--- config.mk ---
export PLATFORM = sky130hd
export DESIGN_NAME = uart_rx_fifo
export DESIGN_NICKNAME = d
export VERILOG_FILES = /design/src/rtl/uart_rx_fifo.sv
export SDC_FILE = /design/constraint.sdc
export NUM_CORES = 1
export LEC_CHECK = 0
export ABC_CLOCK_PERIOD_IN_PS = 3200
export CAP_MARGIN = 20
export CORE_MARGIN = 10
export CORE_UTILIZATION = 51
export CTS_CLUSTER_DIAMETER = 40
export DETAILED_ROUTE_END_ITERATION = 16
export GPL_ROUTABILITY_DRIVEN = 0
export PLACE_DENSITY = 0.75
export SYNTH_ARGS = -nofsm -noshare
export SYNTH_HDL_FRONTEND = slang
export SYNTH_SLANG_ARGS = --single-unit
--- constraint.sdc ---
create_clock -name clk -period 3.2 [get_ports clk]
set_input_delay 0.96 -clock clk [delete_from_list [all_inputs] [get_ports clk]]
set_output_delay 0.96 -clock clk [all_outputs]
set_load 0.02 [all_outputs]
--- src/rtl/uart_rx_fifo.sv ---
// UART receive byte buffer: synchronizes the receiver's data-ready level,
// captures one byte per rising edge into a first-word-fall-through FIFO.
// Ports: clk, rst (async, active-low), din/d_rdy_in (receiver side),
//   dout/dout_valid/dout_ready (consumer handshake),
//   count/full/empty (fill status), overrun/clr_ovr (sticky drop flag).
module uart_rx_fifo #(
  parameter int ADDR_W = 3
) (
  input  logic              clk,
  input  logic              rst,
  input  logic [7:0]        din,
  input  logic              d_rdy_in,
  output logic [7:0]        dout,
  output logic              dout_valid,
  input  logic              dout_ready,
  output logic [ADDR_W:0]   count,
  output logic              full,
  output logic              empty,
  output logic              overrun,
  input  logic              clr_ovr
);

  localparam int DEPTH = 1 << ADDR_W;
  localparam logic [ADDR_W:0] DEPTH_V = (ADDR_W+1)'(DEPTH);

  logic              s1, s2, s3;
  logic              wr_req;
  logic              push, pop, drop;
  logic [ADDR_W:0]   wr_ptr, rd_ptr;
  logic [7:0]        mem [DEPTH];

  // s3 is a history flop; it resets to 0 so a level already
  // high when reset releases still yields exactly one capture.
  always_ff @(posedge clk or negedge rst) begin
    if (!rst) begin
      s1 <= 1'b0;
      s2 <= 1'b0;
      s3 <= 1'b0;
    end else begin
      s1 <= d_rdy_in;
      s2 <= s1;
      s3 <= s2;
    end
  end

  assign wr_req = s2 & ~s3;

  assign count      = wr_ptr - rd_ptr;
  assign full       = (count == DEPTH_V);
  assign empty      = (count == '0);
  assign dout_valid = ~empty;

  assign pop  = dout_valid & dout_ready;
  // A pop in the same cycle frees the slot the push needs.
  assign push = wr_req & (~full | pop);
  assign drop = wr_req & full & ~pop;

  always_ff @(posedge clk or negedge rst) begin
    if (!rst) begin
      wr_ptr <= '0;
      rd_ptr <= '0;
    end else begin
      if (push) wr_ptr <= wr_ptr + 1'b1;
      if (pop)  rd_ptr <= rd_ptr + 1'b1;
    end
  end

  // Storage holds no reset value; dout is masked while empty.
  always_ff @(posedge clk) begin
    if (push) mem[wr_ptr[ADDR_W-1:0]] <= din;
  end

  assign dout = empty ? 8'h00 : mem[rd_ptr[ADDR_W-1:0]];

  // Set beats clear when both happen in one cycle.
  always_ff @(posedge clk or negedge rst) begin
    if (!rst) begin
      overrun <= 1'b0;
    end else if (drop) begin
      overrun <= 1'b1;
    end else if (clr_ovr) begin
      overrun <= 1'b0;
    end
  end

endmodule

# Yosys cells after proc, flatten, opt, wreduce, memory -nomap -nowiden
# Memory sizes are Yosys's and may differ from the RTL's.
# Index checks and enable logic that the tools add are counted.
classes:
  add_sub_neg: 3
  n_reduce_logical: 2
  n_mux: 5
  eq_ne: 1
  n_bitwise: 10
ops:
  columns: ["operator", "n"]
  rows:
  - ["$add A4 B1 Y4 const B", 2]
  - ["$mux W8", 1]
  - ["$and A1 B1 Y1", 5]
  - ["$eq A4 B4 Y1 const B", 1]
  - ["$logic_not A4 Y1", 1]
  - ["$mux W1", 4]
  - ["$not A1 Y1", 4]
  - ["$sub A4 B4 Y4", 1]
  - ["$reduce_bool A2 Y1", 1]
  - ["$or A1 B1 Y1", 1]
word_totals:
  out_inout_bits: 16
  mem_bits_rw: 64
  register_bits: 12
  inputBits: 13
  mem_count: 1
  word_cells: 28
memory_table:
  columns: ["memory", "words", "width", "read_ports", "rd_ports_with_merged_regs", "write_ports", "line_no", "source"]
  rows:
  - ["mem", 8, 8, 1, 0, 1, "30", "logic [7:0] mem [DEPTH];"]

# Longest topological paths before layout
logic_depth:
  word_depth: 8
  ltp_mapped: 9
  ltp_nobuf: 9

# Worst setup path after synthesis
# Ideal clock, no wire load.
synth_path:
  path_kind: "flip-flop to output port"
  start: "register rd_ptr[1]"
  end: "output dout[0]"
  setup_slack_ns: -0.418
  path_stages_with_launch: 10
  t_arrival_ns: 2.658
  required_ns: 2.240
  path_buffers: 3
  cell_sequence: "dfrtp_1 > clkbuf_1 > buf_2 > inv_1 > fa_1 > xor2_1 > or3_1 > a21oi_2 > buf_2 > a21oi_1"
synth_via:
  elab_chain_cells: 3
  word_cells_on_any_way: 4
  classes_between: "1 x add/sub; 1 x mux; 1 x reduce/logical; 1 x memory"
synth_lines:
  columns: ["item", "line_no", "source"]
  rows:
  - ["start: declaration", "29", "logic [ADDR_W:0] wr_ptr, rd_ptr;"]
  - ["start signal: assignment", "64", "if (pop) rd_ptr <= rd_ptr + 1'b1;"]
  - ["$sub A4 B4 Y4", "48", "assign count = wr_ptr - rd_ptr;"]
  - ["net count[2]", "16", "output logic [ADDR_W:0] count,"]
  - ["$logic_not A4 Y1", "50", "assign empty = (count == '0);"]
  - ["net empty", "18", "output logic empty,"]
  - ["$mux W8", "73", "assign dout = empty ? 8'h00 : mem[rd_ptr[ADDR_W-1:0]];"]
  - ["end: declaration", "13", "output logic [7:0] dout,"]
# The timed path passes the listed nets, and every way through them passes these cells.

# Final worst setup path
layout_path:
  start: "register wr_ptr[0]"
  end: "output dout[2]"
layout_via:
  elab_chain_cells: 3
layout_lines:
  columns: ["item", "line_no", "source"]
  rows:
  - ["start: declaration", "29", null]
  - ["start signal: assignment", "63", "if (push) wr_ptr <= wr_ptr + 1'b1;"]
  - ["$sub A4 B4 Y4", "48", null]
  - ["$logic_not A4 Y1", "50", null]
  - ["$mux W8", "73", null]
# Every way passes these cells.

==> results.yml <==
status:
  status: "finished, violations left"
  violations: "negative setup slack"
layout:
  regArea_um2: 2220
  area_delta_synth_final_pct: 28.4
  antenna_cells: 0
  final_cell_mix: "edfxtp_1, buf_4, nand2_1"
  final_common_cell: "edfxtp_1"
  fillers: 391
  multi_input_area_um2: 956
  drive_gt1_frac: 0.420
  nets: 257
  final_cells: 318
drt:
  vias: 1794
  drt-initial-drc-count: 110
  avgRoutedWirePerCell_um: 20.2
  wirelength_mm: 6.43
  drc: 0
  ant_nets: 0
  drtPass1Iterations: 4
  viasPerCell: 5.64
die:
  die_y_um: 98.4
  num_rows: 28
  die-area_um2: 9670
  initial_core_util: 0.526
  io-pin-count: 29
  coreArea_um2: 5960
  die_width_um: 98.4
logic_synthesis:
  synth_top_cell_by_area: "edfxtp_1"
  synth_edf_count: 64
  ys_top_cells_by_area: "edfxtp_1, mux4_2, dfrtp_1"
  syn_area_um2: 3130
  yosysWarnings: 0
  async_reset_ff_frac: 0.158
  ys_seq_elements: 76
  netlist_instances: 178
  synthFlopType: "edfxtp_1"
  syn_nets: 197
  synth_cell_type_count: 33
  yosysTopAreaCellShare: 0.614
  ys_seq_area_frac: 0.710
  avgSynthCellArea_um2: 17.6
run:
  drv_cap: 0
sta:
  maxSlewViolCount: 0
  period_share: 1.04
  grt_setup_unrepaired: "yes"
  relSlewSlack: 0.589
  fmax_mhz: 300
  tns_ns: -1.13
  layout_setup_ws_ns: -0.129
  fin_crit_ns: 3.33
  tightest_slew_ns: 0.610
  finalSetupViolCount: 11
  final_hold_viol_count: 0
  finalClockSkew_ns: 0.00981
clock_tree:
  clock_latency_ns: 0.36
  cts_sinks: 76
  path_clk_slew_ns: 0.08
  cts_tree: "built"
  cts_hold_buf: 0
  cts.path.max_buffers: 2
  clockRootBuffer: "clkbuf_8"
  cts_buffers: 9
  h-tree-depth: 3
global_routing:
  grt_pass1_vias: 1901
  overflow: 0
  grt_max_degree: 20
  antenna_found_initial: 0
  grt_usage: 0.139
  grt_pass1_wl_mm: 10.4
setup_path:
  worstPathArrival_ns: 2.37
  path_class: "reg2out"
  cp-end-kind: "output pin"
  crit_required_ns: 2.24
  cp_max_fo: 6
  r2r_setup_slack_ns: 0.30
  crit_path_start_kind: "flip-flop"
place:
  dp_cells: 298
  portBuffers: 28
  dp_hpwl_mm: 4.34
  pre_cts_ws_ns: -0.236
power_and_ir_drop:
  powerDensity_nw_per_um2: 1120
  vdd_drop_max_v: 0.000622
  leakage_nw: 1.45
worst_hold_path:
  hold_class: "reg2reg"
## through the flow
stage / util / hold slack [ns] / total power, mW / area [um^2]
after floorplan: - / 0.331 / 2.57 / 3180
after global placement: 0.622 / 0.336 / 3.43 / 3700
after detailed placement: 0.622 / 0.344 / 3.51 / 3700
after CTS: 0.672 / 0.363 / 4.44 / 4010
after global routing: 0.675 / 0.383 / 4.78 / 4020
final: 0.675 / 0.357 / 4.52 / 4020
## Yosys cell counts, drive strengths merged (2+ instances only)
cell type  instances
ha                 5
inv                7
a21oi              9
nand2b             4
dfrtp             12
nor2               4
nand4              2
nor3               4
mux2               2
clkbuf             3
or3                2
nand2             21
buf                4
xor2               2
edfxtp            64
mux4              16
xnor2              6
nor4               2
## kinds of logic (layout without fill, tap and decap cells)
logic type                 after synthesis  in the layout  synth area share
muxes                                   18             18             0.122
xor gates and xnor gates                 8              8            0.0224
AOI/OAI and AO/OA                       14             14            0.0332
adders and majority gates                6              6            0.0264
DFF                                     76             76             0.710
and+or+nand+nor                         41             41            0.0659
buffers and inverters                   15             80            0.0204
## power by group
group          switching [mW]  internal, mW  leakage (nW)
clock network           0.391         0.382         0.109
logic                    1.28          1.20         0.621
registers              0.0625          1.20         0.720
## final timing paths
path,startpoint,to,cells past startpoint
min,s1,s2,0
max reg2reg,wr_ptr[0],mem[7][7],12
min in group asynchronous,rst,overrun,1
max in group asynchronous,rst,wr_ptr[1],1
min reg2reg,s1,s2,0
max,wr_ptr[0],dout[2],10
## sequential cells by signal (all words and copies together) (netlist names)
name / flops
mem: 64
s1: 1
rd_ptr: 4
wr_ptr: 4
s2: 1
overrun: 1
s3: 1
## worst max-delay path, stage by stage (launching register included)
cell and delay [ns]:
dfrtp_1 0.39, inv_2 0.07, ha_4 0.12, inv_2 0.03, fa_2 0.36, xor2_2 0.19
or3_4 0.35, a21oi_4 0.15, buf_6 0.17, a21oi_2 0.05, buf_6 0.13
## final cells by class
type / count / area share
Timing Repair Buffer: 56 / 0.125
Clock inverter: 7 / 0.0218
Inverter: 8 / 0.00778
Tap cell: 75 / 0.0233
Sequential cell: 76 / 0.553
Multi-Input combinational cell: 87 / 0.238
Clock buffer: 9 / 0.0308
## routing by layer
metal | track usage | wire (um) | vias to the layer above
li1 | - | - | 805
met1 | 0.174 | 2600 | 917
met2 | 0.219 | 3220 | 62
met4 | 0.0573 | 99 | 0
met3 | 0.0437 | 511 | 10
met5 | 0 | 0 | -
## timing repair
| item | 4_1_cts | 5_1_grt |
|---|---|---|
| buffers inserted | 2 | 3 |
| resized for setup | 81 | 14 |
| pin swaps | 3 | 3 |
| setup endpoints to repair | 14 | 12 |
| gates cloned | 1 | 0 |
Power figures use the tool's default switching activity.
